**src/rtl/axi_txn_limiter.sv**
```systemverilog
// axi_txn_limiter: caps outstanding AXI writes/reads between a slave and a master port
//   clk_i, rst_ni            clock, asynchronous active-low reset
//   slv_req_i / slv_resp_o   upstream request in, response out
//   mst_req_o / mst_resp_i   downstream request out, response in
//   wr_cnt_o / rd_cnt_o      live outstanding write / read counts
//   wr_full_o / rd_full_o    count at its cap; AW / AR blocked while set
//   err_o                    sticky: B or last R accepted while its count was 0
package axi_txn_limiter_pkg;
  typedef struct packed {
    logic [3:0]  id;
    logic [31:0] addr;
    logic [7:0]  len;
  } aw_chan_t;
  typedef aw_chan_t ar_chan_t;
  typedef struct packed {
    logic [31:0] data;
    logic [3:0]  strb;
    logic        last;
  } w_chan_t;
  typedef struct packed {
    logic [3:0] id;
    logic [1:0] resp;
  } b_chan_t;
  typedef struct packed {
    logic [3:0]  id;
    logic [31:0] data;
    logic [1:0]  resp;
    logic        last;
  } r_chan_t;
  typedef struct packed {
    aw_chan_t aw;
    logic     aw_valid;
    w_chan_t  w;
    logic     w_valid;
    logic     b_ready;
    ar_chan_t ar;
    logic     ar_valid;
    logic     r_ready;
  } req_t;
  typedef struct packed {
    logic    aw_ready;
    logic    ar_ready;
    logic    w_ready;
    b_chan_t b;
    logic    b_valid;
    r_chan_t r;
    logic    r_valid;
  } resp_t;
endpackage

module axi_txn_limiter #(
  parameter type aw_chan_t = axi_txn_limiter_pkg::aw_chan_t,
  parameter type w_chan_t = axi_txn_limiter_pkg::w_chan_t,
  parameter type b_chan_t = axi_txn_limiter_pkg::b_chan_t,
  parameter type ar_chan_t = axi_txn_limiter_pkg::ar_chan_t,
  parameter type r_chan_t = axi_txn_limiter_pkg::r_chan_t,
  parameter type req_t = axi_txn_limiter_pkg::req_t,
  parameter type resp_t = axi_txn_limiter_pkg::resp_t,
  parameter int unsigned MaxWrTxns = 8,
  parameter int unsigned MaxRdTxns = 8,
  parameter int unsigned WrCntW = $clog2(MaxWrTxns + 1),
  parameter int unsigned RdCntW = $clog2(MaxRdTxns + 1)
) (
  input  logic              clk_i,
  input  logic              rst_ni,
  input  req_t              slv_req_i,
  output resp_t             slv_resp_o,
  output req_t              mst_req_o,
  input  resp_t             mst_resp_i,
  output logic [WrCntW-1:0] wr_cnt_o,
  output logic [RdCntW-1:0] rd_cnt_o,
  output logic              wr_full_o,
  output logic              rd_full_o,
  output logic              err_o
);
  if (MaxWrTxns == 0 || MaxRdTxns == 0) begin : g_bad_cfg
    $fatal(1, "axi_txn_limiter: MaxWrTxns and MaxRdTxns must be >= 1");
  end
  logic [WrCntW-1:0] wr_cnt_d, wr_cnt_q;
  logic [RdCntW-1:0] rd_cnt_d, rd_cnt_q;
  logic err_d, err_q;
  logic wr_full, rd_full, wr_inc, wr_dec, rd_inc, rd_dec;
  always_comb begin
    wr_full = wr_cnt_q == WrCntW'(MaxWrTxns);
    rd_full = rd_cnt_q == RdCntW'(MaxRdTxns);
    mst_req_o          = slv_req_i;
    mst_req_o.aw       = aw_chan_t'(slv_req_i.aw);
    mst_req_o.w        = w_chan_t'(slv_req_i.w);
    mst_req_o.ar       = ar_chan_t'(slv_req_i.ar);
    mst_req_o.aw_valid = slv_req_i.aw_valid & ~wr_full;
    mst_req_o.ar_valid = slv_req_i.ar_valid & ~rd_full;
    slv_resp_o          = mst_resp_i;
    slv_resp_o.b        = b_chan_t'(mst_resp_i.b);
    slv_resp_o.r        = r_chan_t'(mst_resp_i.r);
    slv_resp_o.aw_ready = mst_resp_i.aw_ready & ~wr_full;
    slv_resp_o.ar_ready = mst_resp_i.ar_ready & ~rd_full;
    wr_inc = slv_req_i.aw_valid & mst_resp_i.aw_ready & ~wr_full;
    rd_inc = slv_req_i.ar_valid & mst_resp_i.ar_ready & ~rd_full;
    wr_dec = mst_resp_i.b_valid & slv_req_i.b_ready;
    rd_dec = mst_resp_i.r_valid & slv_req_i.r_ready & mst_resp_i.r.last;
    // inc is impossible while full, so only the zero floor needs guarding
    wr_cnt_d = (wr_inc == wr_dec) ? wr_cnt_q :
               wr_inc ? wr_cnt_q + WrCntW'(1) :
               (wr_cnt_q == '0) ? wr_cnt_q : wr_cnt_q - WrCntW'(1);
    rd_cnt_d = (rd_inc == rd_dec) ? rd_cnt_q :
               rd_inc ? rd_cnt_q + RdCntW'(1) :
               (rd_cnt_q == '0) ? rd_cnt_q : rd_cnt_q - RdCntW'(1);
    err_d = err_q | (wr_dec & (wr_cnt_q == '0)) | (rd_dec & (rd_cnt_q == '0));
  end
  always_ff @(posedge clk_i or negedge rst_ni) begin
    if (!rst_ni) begin
      wr_cnt_q <= '0;
      rd_cnt_q <= '0;
      err_q    <= 1'b0;
    end else begin
      wr_cnt_q <= wr_cnt_d;
      rd_cnt_q <= rd_cnt_d;
      err_q    <= err_d;
    end
  end
  assign wr_cnt_o  = wr_cnt_q;
  assign rd_cnt_o  = rd_cnt_q;
  assign wr_full_o = wr_full;
  assign rd_full_o = rd_full;
  assign err_o     = err_q;
endmodule

```
**config.mk**
```make
export PLATFORM = sky130hd
export DESIGN_NAME = axi_txn_limiter
export DESIGN_NICKNAME = d
export VERILOG_FILES = /design/src/rtl/axi_txn_limiter.sv
export SDC_FILE = /design/constraint.sdc
export NUM_CORES = 1
export LEC_CHECK = 0
export ABC_AREA = 1
export CELL_PAD_IN_SITES_DETAIL_PLACEMENT = 0
export CELL_PAD_IN_SITES_GLOBAL_PLACEMENT = 1
export CORE_ASPECT_RATIO = 0.6
export CORE_MARGIN = 8
export CORE_UTILIZATION = 10
export DETAILED_ROUTE_END_ITERATION = 10
export PLACE_DENSITY = 0.71
export REMOVE_ABC_BUFFERS = 1
export SLEW_MARGIN = 20
export SYNTH_ARGS = -nofsm -noshare
export SYNTH_HDL_FRONTEND = slang
export SYNTH_SLANG_ARGS = --single-unit
export TNS_END_PERCENT = 100
```
**constraint.sdc**
```tcl
create_clock -name clk_i -period 1.57 [get_ports clk_i]
set_input_delay 0.471 -clock clk_i [delete_from_list [all_inputs] [get_ports clk_i]]
set_output_delay 0.471 -clock clk_i [all_outputs]
set_load 0.02 [all_outputs]
```
==> results.cfg, run 1 <==
[outcome]
status = finished, violations left
violations = setup timing

[worst_hold_path]
hp-class = flip-flop to flip-flop
hp-start = err_o$_DFF_PN0_

[route]
antenna_left = 0
drtPass1Iterations = 4
vias_per_cell = 3.551
wl_per_cell_um = 77.11
drc_errors = 0
num_vias = 1573
drt_iter0_markers = 137
wirelength_um = 34160

[cells_and_area]
fillers = 2349
multi_input_area_um2 = 573.1
drive_above_1_share_pct = 52.94
diodes = 0
finish.instance_area_um2 = 1837
layout.area.seq_um2 = 225.2
area_growth_pct = -11.46
fin_nets = 357

[cts]
cts.sink_count = 9
cts_made_buffers = 3
cts-root-buf = clkbuf_16
htreeDepth = 1
cts.clk_slew.worst_paths_ns = 0.04
insertion_delay_ns = 0.24
cts.path.max_buffers = 2
cts_tree = done

[sta]
setup_violations = 6
max-slew-margin-rel_pct = 83.40
fin_crit_sh_pct = 102.2
slew_violations = 0
hold_slack_ns = 0.4718
setup_ws_ns = -0.03459
skew_ns = 0.004602
period_needed_ns = 1.605
fmax_mhz = 623.2
rsz0062_at_grt = yes
worst_pin_slew_ns = 0.2481
hold_viol = 0

[place]
gp_congestion = 1.037
postPlaceCellArea_um2 = 1608
hpwl_um = 32550
port_buffers = 30

[die]
rows = 40
coreArea_um2 = 20170
initial_core_util_pct = 10.29
ioPinCount = 373
die_x_um = 201.9
die_area_um2 = 25760
die_height_um = 127.6

[yosys]
yosysTopAreaCellShare_pct = 63.69
ys_types = 20
synthArstFlopShare_pct = 100.0
syn-cell-area_um2 = 2074
syn_inst = 280
ys_seq_area_share_pct = 10.86
synth.area.top_cells = buf_4 64%, dfrtp_1 11%, nand2_1 3.8%, inv_1 3.1%, nand3_1 2.7%
synth_edf_count = 0
syn_area_per_cell_um2 = 7.409
ys_ff_latch = 9
yosysWarnings = 0
synth-main-ff-cell = dfrtp_1
synth_top_area_cell = buf_4

[global_routing]
grt_pass1_vias = 1257
grt_max_degree = 10
antenna_found_initial = 0
gr-total-overflow = 0
grt_pass1_wl_um = 36910
track_usage_pct = 25.19

[setup_path]
cp_slowest_cell = dfrtp_1
path_cells = nor2_4, nand2_4, inv_6, nor2_4, buf_6
critPathKind = flip-flop to output pin
crit_fanout = 3
cp-startpoint = rd_cnt_o[0]$_DFFE_PN0P_
cpMostUsedCell = nor2_4
startpoint_type = flip-flop
end_kind = output pin
cp.required_ns = 1.10
arrival_ns = 1.13
rr_startpoint = rd_cnt_o[0]$_DFFE_PN0P_
max_stage_delay_ns = 0.40

[power]
ir_worst_vdd_mv = 0.2758
p_leak_uw = 0.0007923
p_per_area_nw_per_um2 = 1563

[run]
cap_violations = 0
[cells in the mapped netlist (4+ instances only)]
| master | instances |
|---|---|
| buf_4 | 176 |
| nand2_1 | 21 |
| inv_1 | 17 |
| nor2_1 | 12 |
| nand3_1 | 11 |
| dfrtp_1 | 9 |
| a21oi_1 | 4 |
| ha_1 | 4 |
| nand2_2 | 4 |
| o21ai_1 | 4 |
| xor2_1 | 4 |
[cell type report]
class,instances,area share [%]
well taps,273,18.60
repair buffers,62,29.16
clock buffers,4,4.292
flip-flops and latches,9,12.26
inverters,20,4.496
multi-input cells,75,31.20
[layer usage]
metal	vias to the layer above	routed length (um)	GRT usage, %
li1	464	-	-
met1	612	6384	12.36
met5	-	1014	29.31
met4	18	1237	8.686
met3	42	12850	47.15
met2	437	12680	32.26
[state kept, by name (all words and copies together) (netlist names)]
| name | count |
|---|---|
| err_o | 1 |
| rd_cnt_o | 4 |
| wr_cnt_o | 4 |
[repair_timing]
action,in CTS,in global routing
pin swaps,9,16
endpoints found under the setup margin,28,13
resized for setup,90,37
buffers inserted,2,3
hold buffers,0,0
[power by group]
part | switching, uW | internal (uW) | total, uW
clock network | 131 | 342 | 473
registers | 91.8 | 348 | 440
logic | 1030 | 927 | 1960
[worst paths after layout]
check / to / slack [ns] / cells after the start
worst max-delay path: slv_resp_o[48] / -0.03 / 5
worst min-delay path: err_o$_DFF_PN0_ / 0.47 / 2
worst max register to register: rd_cnt_o[2]$_DFFE_PN0P_ / -0.03 / 11
worst min register to register: err_o$_DFF_PN0_ / 0.47 / 2
max in group asynchronous: wr_cnt_o[2]$_DFFE_PN0P_ / 0.87 / 2
min in group asynchronous: rd_cnt_o[1]$_DFFE_PN0P_ / 0.53 / 2
[stage by stage]
step                total power [uW]  TNS [ns]  std cells  utilization [%]  setup WS (ns)
floorplan                       1305   -0.3222        104                -       -0.08584
finish                          2870   -0.1339        443            9.107       -0.03459
CTS                             2662   -0.2916        441            8.592       -0.08534
detailed placement              2108    -8.831        436            7.971        -0.7830
global placement                2109    -8.879        436            7.971        -0.7813
global route                    3061   -0.5158        443            9.107        -0.1042
[kinds of logic (layout without fill, tap and decap cells)]
group	count (synthesis)	in the layout	share of synthesized area, %
adders and majority gates	4	4	2.413
buffers and inverters	196	86	67.31
xor gates and xnor gates	4	4	1.689
DFF	9	9	10.86
AOI/OAI and AO/OA	10	10	2.593
and+or+nand+nor	57	57	15.14
[worst max-delay path, delay by kind of cell (launching register included)]
family,cells,cell delay (ns)
buffers and inverters,2,0.20
DFF,1,0.40
and+or+nand+nor,3,0.28
[cells in the final DEF, fill, tap and decap left out, types with 4 or more instances in the layout]
cell | Yosys | routed
nand2_1 | 21 | 17
inv_2 | 3 | 6
xor2_1 | 4 | 4
o21ai_1 | 4 | 4
nor2_4 | 1 | 4
inv_1 | 17 | 12
nand2_2 | 4 | 6
nor2_1 | 12 | 7
buf_4 | 176 | 33
dlygate4sd2_1 | 0 | 5
nand2_4 | 3 | 4
dfrtp_1 | 9 | 9
clkdlybuf4s15_1 | 0 | 6
buf_6 | 0 | 11
nand3_1 | 11 | 10
(Power assumes the default switching activity.)
==> inputs of run 2 (changes only) <==
- SETUP_SLACK_MARGIN: default -> 0.2
==> results.cfg, run 2 (synthesis gave the netlist of run 1 again) <==
[outcome]
status = finished, violations left
violations = setup timing

[die]
die_area_um2 = 25760
rows = 40
coreArea_um2 = 20170
die_x_um = 201.9
die_height_um = 127.6
ioPinCount = 373
initial_core_util_pct = 10.29

[power]
p_comb_share_pct = 71.5
p_leak_uw = 0.0008639
p_sw_share_pct = 42.28
p_sw_uw = 1387
power_frac_seq_pct = 14.0
p_per_area_nw_per_um2 = 1633
power_uw = 3281
p_int_uw = 1893
ir_worst_vdd_mv = 0.2773
pwr-share-clk_pct = 14.6

[cells_and_area]
fin_nets = 367
stdcell_count = 453
layout_common_cells = 31 x buf_6, 30 x buf_4, 15 x nand2_1, 11 x inv_1, 10 x nand3_1
multi_input_area_um2 = 616.8
diodes = 0
layout.area.seq_um2 = 225.2
area_growth_pct = -3.136
drive_above_1_share_pct = 62.22
layout_commonest_cell = buf_6
fillers = 2336

[sta]
slew_violations = 0
hold_viol = 0
fin_crit_sh_pct = 104.8
setup_ws_ns = -0.07513
period_needed_ns = 1.645
max-slew-margin-rel_pct = 86.57
rsz0062_at_grt = yes
worst_pin_slew_ns = 0.2008
tns_ns = -0.2430
skew_ns = 0.002917
fmax_mhz = 607.9
setup_violations = 7

[global_routing]
grt_pass1_vias = 1254
gr-total-overflow = 0
antenna_found_initial = 0
grt_pass1_wl_um = 36900
grt_max_degree = 10
track_usage_pct = 25.21

[cts]
insertion_delay_ns = 0.24
cts.sink_count = 9
htreeDepth = 1
cts_made_buffers = 3
hold_buffers = 0
cts.clk_slew.worst_paths_ns = 0.04
cts-root-buf = clkbuf_16
cts_tree = done
cts.path.max_buffers = 2

[place]
hpwl_um = 32550
gp_congestion = 1.037
place_inst = 436
port_buffers = 30

[setup_path]
cp_slowest_cell = dfrtp_1
end_kind = output pin
arrival_ns = 1.17
max_stage_delay_ns = 0.42
startpoint_type = flip-flop
crit_fanout = 3
cp.required_ns = 1.10
critPathKind = flip-flop to output pin
path_cells = nor2_4, nand2_2, inv_2, nor2_1, buf_4

[route]
drc_errors = 0
wirelength_um = 34410
num_vias = 1599
drtPass1Iterations = 4
wl_per_cell_um = 75.96
antenna_left = 0
vias_per_cell = 3.530
drt_iter0_markers = 178

[worst_hold_path]
hp-class = flip-flop to flip-flop

[run]
cap_violations = 0
-- run 2: changes by cell type in the layout (fill, tap and decap cells not counted), moves of 2 or more --
| cell | change |
|---|---|
| buf_2 | +2 |
| buf_4 | -3 |
| buf_6 | +20 |
| clkdlybuf4s15_1 | -4 |
| dlygate4sd2_1 | -2 |
| nand2_1 | -2 |
-- run 2: power by group through the flow --
stage | clock network [uW] | logic, uW | registers (uW)
4_1_cts | 486 | 1950 | 440
6_report | 478 | 2340 | 458
3_3_place_gp | 0 | 1690 | 418
5_1_grt | 497 | 2520 | 467
3_5_place_dp | 0 | 1690 | 422
2_1_floorplan | 0 | 678 | 627
-- run 2: path summary, 6_finish.rpt --
check | depth (start not counted) | slack [ns] | start | end
max reg2reg | 11 | -0.04 | rd_cnt_o[0]$_DFFE_PN0P_ | rd_cnt_o[2]$_DFFE_PN0P_
max in group asynchronous | 2 | 0.87 | rst_ni | wr_cnt_o[2]$_DFFE_PN0P_
min | 2 | 0.48 | err_o$_DFF_PN0_ | err_o$_DFF_PN0_
min in group asynchronous | 2 | 0.53 | rst_ni | rd_cnt_o[1]$_DFFE_PN0P_
min reg2reg | 2 | 0.48 | err_o$_DFF_PN0_ | err_o$_DFF_PN0_
max | 5 | -0.08 | wr_cnt_o[1]$_DFFE_PN0P_ | slv_resp_o[49]
-- run 2: repair_timing --
action	CTS	global route
gates resized for setup	145	38
endpoints found under the setup margin	29	20
pin swaps	14	19
buffers inserted	5	8
-- run 2: layer usage --
| metal | part of all wire (%) | global-route usage (%) | vias to the layer above |
|---|---|---|---|
| li1 | - | - | 485 |
| met3 | 37 | 46.14 | 46 |
| met4 | 3.9 | 9.200 | 22 |
| met1 | 18 | 12.35 | 635 |
| met5 | 3.8 | 37.82 | - |
| met2 | 37 | 32.04 | 411 |
-- run 2: critical path, delay by kind of cell, from the launching register on --
family	cells	cell delay, ns
simple gates	3	0.29
buf+inv	2	0.23
flops	1	0.42
-- run 2: layout make-up --
class | instances | area share (%)
Clock buffer | 4 | 3.923
Tap cell | 273 | 17.00
Timing Repair Buffer | 72 | 32.94
Multi-Input combinational cell | 75 | 30.70
Sequential cell | 9 | 11.21
Inverter | 20 | 4.234
-- run 2: metrics by stage --
step	hold WS (ns)	worst slack, ns	utilization, %	area, um2
after floorplan	0.1754	-0.08584	-	753.2
after global placement	0.4670	-0.7813	7.971	1608
after detailed placement	0.4711	-0.7830	7.971	1608
after CTS	0.4823	-0.04896	9.026	1821
after global routing	0.5146	-0.1282	9.963	2009
final	0.4819	-0.07513	9.963	2009
